[src/rtl/pc_sequencer.sv]
// ----------------------------------------------------------------------------
// pc_sequencer
//   Multicycle program-counter controller. It steps through FETCH -> EXEC ->
//   UPDATE for each instruction, owns the PC register, resolves branch/jump
//   control at the end of execute into the next-PC mux control word, and
//   counts retired instructions.
//
// Ports
//   clk, reset        rising-edge clock, synchronous active-high reset
//   imem_req          fetch request (FETCH state, suppressed while in reset)
//   imem_addr         fetch address, mirrors pc
//   imem_ack          instruction memory returned data (honoured in FETCH)
//   instr_valid       one-cycle pulse on the first EXEC cycle
//   exec_done         datapath finished executing (honoured in EXEC)
//   branch/zero/jump  control flags, sampled on the exec_done cycle
//   target_branch     branch target address (read during UPDATE)
//   target_jump       jump target address (read during UPDATE)
//   pc_sel            mux control word {source class[1:0], branch cond}
//   pc_write          PC load strobe (UPDATE state)
//   pc, pc_plus4      current PC and PC+4 (mod 2^32)
//   retired           retired-instruction count (wraps)
// ----------------------------------------------------------------------------
module pc_sequencer #(
    parameter logic [31:0] RESET_VECTOR = 32'h0000_0000
) (
    input  logic        clk,
    input  logic        reset,
    output logic        imem_req,
    output logic [31:0] imem_addr,
    input  logic        imem_ack,
    output logic        instr_valid,
    input  logic        exec_done,
    input  logic        branch,
    input  logic        zero,
    input  logic        jump,
    input  logic [31:0] target_branch,
    input  logic [31:0] target_jump,
    output logic [2:0]  pc_sel,
    output logic        pc_write,
    output logic [31:0] pc,
    output logic [31:0] pc_plus4,
    output logic [31:0] retired
);

    typedef enum logic [1:0] {
        S_FETCH  = 2'd0,
        S_EXEC   = 2'd1,
        S_UPDATE = 2'd2
    } state_t;

    state_t      state;
    state_t      state_next;
    logic        first_exec;    // set only for the cycle right after the ack
    logic [2:0]  sel_q;
    logic [2:0]  sel_next;
    logic [31:0] pc_q;
    logic [31:0] pc_next;
    logic [31:0] retired_q;

    // ------------------------------------------------------------------
    // State and datapath registers
    // ------------------------------------------------------------------
    always_ff @(posedge clk) begin
        if (reset) begin
            state      <= S_FETCH;
            first_exec <= 1'b0;
            sel_q      <= 3'b000;
            pc_q       <= RESET_VECTOR;
            retired_q  <= 32'd0;
        end else begin
            state      <= state_next;
            // Marks the first EXEC cycle so instr_valid stays a single pulse
            // even when exec_done is late.
            first_exec <= (state == S_FETCH) && imem_ack;
            if ((state == S_EXEC) && exec_done) begin
                sel_q <= sel_next;
            end
            if (state == S_UPDATE) begin
                pc_q      <= pc_next;
                retired_q <= retired_q + 32'd1;
            end
        end
    end

    // ------------------------------------------------------------------
    // Next-state logic
    // ------------------------------------------------------------------
    always_comb begin
        state_next = state;
        case (state)
            S_FETCH:  if (imem_ack)  state_next = S_EXEC;
            S_EXEC:   if (exec_done) state_next = S_UPDATE;
            S_UPDATE: state_next = S_FETCH;
            default:  state_next = S_FETCH;
        endcase
    end

    // ------------------------------------------------------------------
    // Control-word resolution: jump outranks branch
    // ------------------------------------------------------------------
    always_comb begin
        sel_next = 3'b000;
        if (jump) begin
            sel_next = 3'b100;
        end else if (branch) begin
            sel_next = {2'b01, zero};
        end
    end

    // ------------------------------------------------------------------
    // Next-PC mux. Targets are word-aligned by clearing bits [1:0].
    // Class 11 is never produced by this block but is decoded so the mux
    // is fully specified.
    // ------------------------------------------------------------------
    always_comb begin
        pc_next = pc_plus4;
        case (sel_q[2:1])
            2'b00: pc_next = pc_plus4;
            2'b10: pc_next = {target_jump[31:2], 2'b00};
            2'b01: pc_next = sel_q[0] ? {target_branch[31:2], 2'b00} : pc_plus4;
            2'b11: pc_next = {target_branch[31:2], 2'b00};
            default: pc_next = pc_plus4;
        endcase
    end

    // ------------------------------------------------------------------
    // Outputs. Strobes decode the registered state only; imem_req is also
    // held low while reset is asserted so no fetch is issued during reset.
    // ------------------------------------------------------------------
    assign imem_req    = (state == S_FETCH) && !reset;
    assign instr_valid = (state == S_EXEC) && first_exec;
    assign pc_write    = (state == S_UPDATE);
    assign pc          = pc_q;
    assign imem_addr   = pc_q;
    assign pc_plus4    = pc_q + 32'd4;
    assign pc_sel      = sel_q;
    assign retired     = retired_q;

endmodule

[config.mk]
export PLATFORM = sky130hd
export DESIGN_NAME = pc_sequencer
export DESIGN_NICKNAME = d
export VERILOG_FILES = /design/src/rtl/pc_sequencer.sv
export SDC_FILE = /design/constraint.sdc
export NUM_CORES = 1
export LEC_CHECK = 0
export CAP_MARGIN = 20
export CORE_MARGIN = 2
export CORE_UTILIZATION = 41
export CTS_CLUSTER_SIZE = 28
export DETAILED_ROUTE_END_ITERATION = 10
export PLACE_DENSITY = 0.77
export SYNTH_ARGS = -nofsm -noshare
export SYNTH_HDL_FRONTEND = slang
export SYNTH_SLANG_ARGS = --single-unit
[constraint.sdc]
create_clock -name clk -period 3.8 [get_ports clk]
set_input_delay 1.14 -clock clk [delete_from_list [all_inputs] [get_ports clk]]
set_output_delay 1.14 -clock clk [all_outputs]
set_load 0.05 [all_outputs]
; Word-level counts from Yosys, hierarchy flattened
; Index checks and enable logic that the tools add are counted.
[word_totals]
elab_cells = 29
in_bits = 71
ff_bits = 70
[op_classes]
n_eq_ne = 7
n_addsub = 2
n_mux = 7
n_reduce_logical = 8
[ops]
columns = operator, count
row1 = 32-bit case mux with 4 select lines, 1
row2 = 32-bit by 1-bit adder with 32-bit output (second input constant), 1
row3 = 32-bit by 3-bit adder with 32-bit output (second input constant), 1
row4 = 32-bit 2-to-1 mux, 1
row5 = 2-bit == test (second input constant), 3
row6 = 2-bit 2-to-1 mux, 3
row7 = 2-bit by 1-bit == test with 1-bit output (second input constant), 2
row8 = 1-bit logical AND, 4
row9 = 2-bit zero test, 2
row10 = 2-bit != test (second input constant), 2
row11 = 2-bit case mux with 2 select lines, 1
row12 = 3-bit 2-to-1 mux, 1
row13 = 2-bit AND reduction, 1
row14 = 1-bit zero test, 1

; Depth between registers and ports, before layout
; Gate-level depths: netlist of the first run.
[logic_depth]
ltp_word = 3
depth_mapped = 8
ltp_nobuf = 6

; Least setup slack after synthesis of the first run
; OpenSTA, ideal clock, no wires.
[synth_timing]
path_kind = register to output
from = register pc_q[4] (netlist: imem_addr[4])
to = output port pc_plus4[27]
arrival_ns = 3.061
path_slack_ns = -0.401
required_ns = 2.660
path_stages_with_launch = 7
path_cell_list = dfxtp_1 nand3_1 or2_2 buf_2 nor4_1 nand3_1 xnor2_1
[synth_between]
elab_chain_cells = 1
[synth_rtl]
columns = item, line_no
row1 = start: declaration, 56  ; logic [31:0] pc_q;
row2 = start signal: assignment, 79  ; pc_q <= pc_next;
row3 = 32-bit by 3-bit adder with 32-bit output, 135  ; assign pc_plus4 = pc_q + 32'd4;
row4 = end: declaration, 41  ; output logic [31:0] pc_plus4,
; Every way passes these cells.

; Final worst setup path of the first run
[layout_timing]
from = register pc_q[12] (netlist: imem_addr[12])
to = output port pc_plus4[28]
; Same word-level chain as after synthesis.

==> flow_metrics.tcl, run 1 <==
set metrics [dict create \
    run_status "completed" \
    fin_area_sq_mm 0.00680 \
    final_max_slew_viol_count 0 \
    reg2reg_to "retired[31]" \
    yosysMostFrequentCell "dfxtp_1" \
    yosysTopAreaCell "dfxtp_1" \
    area_delta_synth_final_pct 49.6 \
    port_buffers 194 \
    antenna_found_initial 0 \
    drive_gt1_share_pct 12.2 \
    rsz0062_at_grt "no" \
    r2r-start "state[0]" \
    r2r_slack_ns 1.14 \
    clock_latency_ns 0.36 \
    n_antenna_cell 0 \
    ys_types 67 \
    nets 799 \
    hold_viol_final 0 \
    ys_warn_count 0 \
    cts_made_buffers 9 \
    via_count 5109 \
    hold_class "flop to flop" \
    place.gp.congestion 0.908 \
    die_y_microns 109 \
    clock_skew_ns 0.0157 \
    vdd.ir_drop.worst_uv 137 \
    power_mw 1.65 \
    clock_sinks 68 \
    grt_pass1_wl_microns 24300 \
    synth_top_area_share_pct 30.0 \
    grt-ovfl-total 0 \
    dieArea_sq_mm 0.0119 \
    hold_start "state[1]" \
    hold_buffers 0 \
    tritoncts "done" \
    fmax_mhz 270 \
    cts_setup_buffers 0 \
    first_pass_iters 6 \
    crit_arrival_ns 2.56 \
    cts-root-buf "clkbuf_8" \
    max-slew-margin-rel_pct 38.5 \
    synth.area.top_cells "dfxtp_1 30%, xnor2_1 7.5%, buf_4 5.9%" \
    htreeDepth 3 \
    vias_per_cell 5.87 \
    rows 38 \
    synth-edff-count 0 \
    fin_crit_ns 3.70 \
    antenna_left 0 \
    drv_cap 0 \
    synthFlopType "dfxtp_1" \
    setup.worst_path.start_class "flop" \
    grt_pass1_vias 4893 \
    async_reset_ff_share_pct 0 \
    worst-path-max-fanout 9 \
    worst_slew_pin_slew_ns 0.916 \
    drt_wl_total_microns 16100 \
    clkTransAtPathRegs_ns 0.08 \
    cts_resized 0 \
    ys_ff_latch 68 \
    ys_seq_area_share_pct 30.0 \
    p_leak_nw 2.42 \
    drt_iter0_drc 348 \
    die_width_microns 109 \
    io_pins 205 \
    synth_cells 578 \
    start_util_pct 41.9 \
    endpoint_kind "output port" \
    post_dp_cell_area_sq_mm 0.00660 \
    critPathRequiredTime_ns 2.66 \
    drc 0 \
    grt_use_total_pct 26.1 \
    clk_path_buf_depth 2 \
    power.density_mw_per_mm2 243 \
    crit_type "flop to output port" \
    grt_start_max_net_pins 72 \
    syn_area_sq_mm 0.00454 \
    setup_violations 0 \
    synth_common_cells "68 x dfxtp_1, 61 x nor2_1, 39 x xnor2_1" \
    finalCritPeriodShare_pct 97.4 \
    place.detailed.hpwl_microns 11600 \
    worstHoldPathCells 1 \
    avgSynthCellArea_sq_um 7.86 \
    hold_ws_ns 0.512 \
    hold_end "state[0]" \
    core_sq_mm 0.0108 \
    wl_per_cell_microns 18.5 \
    r2r_cells 6 \
]
-- per-stage QoR --
stage	instances	utilization, %	TNS, ns	setup slack (ns)
after global routing	871	62.7	0	0.00246
after global placement	855	60.9	0	0.467
after detailed placement	855	60.9	0	0.425
after CTS	871	62.7	0	0.0386
after floorplan	583	-	-0.104	-0.0644
final	871	62.7	0	0.0976
-- kinds of logic (layout without fill, tap and decap cells) --
group,count (synthesis),after routing,share of synthesized area [%]
xor+xnor,52,52,10.0
simple gates,219,219,25.6
mux,5,5,1.16
compound gates,135,135,21.4
fa+ha+maj,2,2,0.551
buf+inv,96,244,11.2
other cells,1,6,0.0825
flops,68,68,30.0
-- worst max path at each step --
stage	startpoint	endpoint	slack [ns]	cells after the start
floorplan	imem_addr[4]	pc_plus4[27]	-0.06	6
global placement	imem_addr[2]	pc_plus4[8]	0.47	5
detailed placement	imem_addr[9]	pc_plus4[28]	0.43	7
CTS	imem_addr[9]	pc_plus4[28]	0.04	7
global route	imem_addr[2]	pc_plus4[16]	0.002	8
finish	imem_addr[12]	pc_plus4[28]	0.1	7
-- registers in the layout (all words and copies together), names as in the netlist --
| signal | cells |
|---|---|
| first_exec | 1 |
| state | 2 |
| pc_sel | 3 |
| retired | 32 |
| imem_addr | 30 |
-- layer usage --
metal / track usage (%) / wire length, microns / vias up
met5: 0 / 0 / -
met1: 28.8 / 6200 / 2429
li1: - / - / 2369
met2: 47.8 / 8120 / 277
met4: 9.86 / 372 / 0
met3: 6.69 / 1380 / 34
-- placed cells by master (no fill, tap or decap), types with 6 or more instances in the layout --
cell,n
clkdlybuf4s50_1,167
dfxtp_1,67
nor2_1,61
xnor2_1,33
a21oi_1,31
nand2_1,30
buf_4,25
nand3_1,20
nand4_1,20
o21ai_0,19
nor3_1,18
buf_12,18
nor4_1,17
inv_1,16
a221oi_1,11
xor2_1,10
a221o_1,10
clkbuf_8,10
and4_1,9
o22ai_1,9
a211oi_1,8
and3_1,7
and2_1,7
xnor2_2,6
nor2b_1,6
conb_1,6
-- final cells by class --
| class | count | area (sq um) |
|---|---|---|
| sequential | 68 | 1360 |
| inverter | 16 | 60.1 |
| timing repair buffer | 212 | 2240 |
| multi-input combinational | 419 | 2770 |
| clock buffer | 12 | 145 |
| tap | 140 | 175 |
| clock inverter | 4 | 48.8 |
| fill | 895 | 4040 |
-- power by group --
group	internal (mW)	switching [mW]	total (mW)
registers	0.721	0.0167	0.738
logic	0.131	0.170	0.302
clock network	0.321	0.288	0.609
-- critical path: stages (launching register included) --
cell and delay (ns):
dfxtp_1 0.48, nand4_2 0.19, or4_4 0.61, nor3_4 0.28, buf_4 0.18, nand2_1 0.09
xnor2_2 0.21, buf_12 0.17
(Power assumes the default switching activity.)
==> run 2, diff against run 1 <==
--- a/config.mk
+++ b/config.mk
@@ -6,11 +6,13 @@
 export NUM_CORES = 1
 export LEC_CHECK = 0
 export CAP_MARGIN = 20
+export CORE_ASPECT_RATIO = 0.7
 export CORE_MARGIN = 2
 export CORE_UTILIZATION = 41
 export CTS_CLUSTER_SIZE = 28
 export DETAILED_ROUTE_END_ITERATION = 10
 export PLACE_DENSITY = 0.77
+export SKIP_LAST_GASP = 1
 export SYNTH_ARGS = -nofsm -noshare
 export SYNTH_HDL_FRONTEND = slang
 export SYNTH_SLANG_ARGS = --single-unit
==> flow_metrics.tcl, run 2 (synthesis results as in run 1) <==
set metrics [dict create \
    run_status "completed" \
    clock_latency_ns 0.33 \
    n_antenna_cell 0 \
    dieArea_sq_mm 0.0120 \
    hold_start "state[1]" \
    grt_start_max_net_pins 72 \
    grt_pass1_vias 4841 \
    hold_ws_ns 0.505 \
    via_count 5042 \
    drive_gt1_share_pct 12.9 \
    clk_path_buf_depth 2 \
    die_width_microns 130 \
    fin_area_sq_mm 0.00698 \
    r2r_cells 6 \
    drv_cap 0 \
    tns_ns 0 \
    core_sq_mm 0.0109 \
    final_cell_count_no_fill 888 \
    final_common_cell "clkdlybuf4s50_1" \
    drt_iter0_drc 423 \
    vdd.ir_drop.worst_uv 206 \
    clock_skew_ns 0.00783 \
    critPathRequiredTime_ns 2.66 \
    p_sw_mw 0.521 \
    crit_type "flop to output port" \
    dpl.cell_count 868 \
    layout_common_cells "168 x clkdlybuf4s50_1, 67 x dfxtp_1, 61 x nor2_1, 33 x xnor2_1, 31 x a21oi_1" \
    finalCritPeriodShare_pct 96.9 \
    fill_cells 906 \
    seqPwrFrac_pct 39.0 \
    grt_use_total_pct 26.7 \
    grt-ovfl-total 0 \
    r2r_slack_ns 1.43 \
    largest_register_ffs 32 \
    reg2reg_to "retired[18]" \
    clockPowerShare_pct 45.0 \
    post_dp_cell_area_sq_mm 0.00663 \
    worst_slew_pin_slew_ns 0.963 \
    max-slew-margin-rel_pct 35.4 \
    final_max_slew_viol_count 0 \
    hold_viol_final 0 \
    clkTransAtPathRegs_ns 0.06 \
    clock_sinks 68 \
    endpoint_kind "output port" \
    worst-path-max-fanout 7 \
    grt_pass1_wl_microns 25300 \
    place.gp.congestion 0.879 \
    start_util_pct 41.7 \
    cts_made_buffers 9 \
    power.density_mw_per_mm2 271 \
    fmax_mhz 271 \
    nets 803 \
    rsz0062_at_grt "yes" \
    p_int_mw 1.37 \
    io_pins 205 \
    drc 0 \
    antenna_found_initial 0 \
    fin_crit_ns 3.68 \
    tritoncts "done" \
    drt_wl_total_microns 16000 \
    worstHoldPathCells 1 \
    hold_class "flop to flop" \
    die_y_microns 92.1 \
    wl_per_cell_microns 18.0 \
    vias_per_cell 5.68 \
    place.detailed.hpwl_microns 11600 \
    p_comb_share_pct 15.9 \
    p_leak_nw 2.49 \
    hold_buffers 0 \
    port_buffers 194 \
    hold_end "state[0]" \
    antenna_left 0 \
    r2r-start "state[0]" \
    first_pass_iters 5 \
    htreeDepth 3 \
    switching_share_pct 27.5 \
    cts-root-buf "clkbuf_16" \
    setup.worst_path.start_class "flop" \
    area_delta_synth_final_pct 53.6 \
    rows 32 \
    crit_arrival_ns 2.54 \
    setup_violations 0 \
]
==> run 2: changes by cell type in the layout (fill, tap and decap cells not counted) <==
| cell | delta |
|---|---|
| inv_6 | +3 |
| buf_12 | +1 |
| buf_6 | +1 |
| nand3_1 | -1 |
| clkinvlp_4 | +1 |
| nand3_2 | +1 |
| clkbuf_16 | +9 |
| clkbuf_8 | -10 |
| clkinv_2 | -2 |
| clkinv_4 | +1 |
| buf_4 | +1 |
| clkdlybuf4s50_1 | +1 |
| clkbuf_1 | -2 |
==> run 2: what timing repair did <==
| item | CTS | global route |
|---|---|---|
| pin swaps | 1 | 0 |
| setup endpoints to repair | 1 | 7 |
| resized for setup | 0 | 3 |
| buffers inserted | 3 | 0 |
==> run 2: worst max path at each step <==
stage / start / end / slack, ns / depth (start not counted)
2_1_floorplan: imem_addr[4] / pc_plus4[27] / -0.06 / 6
5_1_grt: imem_addr[2] / pc_plus4[8] / -0.001 / 5
6_report: imem_addr[2] / pc_plus4[8] / 0.12 / 5
3_3_place_gp: imem_addr[14] / pc_plus4[26] / 0.40 / 6
3_5_place_dp: imem_addr[14] / pc_plus4[26] / 0.34 / 6
4_1_cts: imem_addr[2] / pc_plus4[27] / 0.08 / 6
==> run 2: metrics by stage <==
stage | total power, mW | util, % | setup slack [ns]
3_3_place_gp | 1.05 | 60.9 | 0.396
6_report | 1.89 | 64.1 | 0.116
5_1_grt | 1.96 | 64.1 | -0.00147
2_1_floorplan | 0.918 | - | -0.0644
3_5_place_dp | 1.05 | 60.9 | 0.336
4_1_cts | 1.91 | 63.9 | 0.0809
==> run 2: layer usage <==
metal  global-route usage, %  share of wire [%]  up-vias
met5                       0                  0        -
met4                    7.89                2.0        0
met3                    6.88                7.9       26
met2                    42.9                 46      251
met1                    35.2                 44     2377
li1                        -                  -     2388
==> run 2: layout make-up <==
cell class,instances,area (sq um),area share [%]
repair buffers,216,2290,32.7
clock buffers,9,225,3.23
inverters,16,60.1,0.860
well taps,153,191,2.74
multi-input cells,419,2770,39.7
clock inverters,7,81.3,1.17
flip-flops and latches,68,1360,19.5
==> run 2: critical path: stages (launching register included) <==
cell,delay (ns)
dfxtp_1,0.46
ha_1,0.29
and3_1,0.28
and2_1,0.21
xor2_1,0.15
clkdlybuf4s50_1,0.83
==> run 2: power by group through the flow <==
| stage | Sequential [mW] | Clock [mW] | Combinational [mW] |
|---|---|---|---|
| after floorplan | 0.774 | 0 | 0.144 |
| after global placement | 0.753 | 0 | 0.296 |
| after detailed placement | 0.754 | 0 | 0.299 |
| after CTS | 0.738 | 0.867 | 0.300 |
| after global routing | 0.740 | 0.898 | 0.317 |
| final | 0.739 | 0.852 | 0.302 |
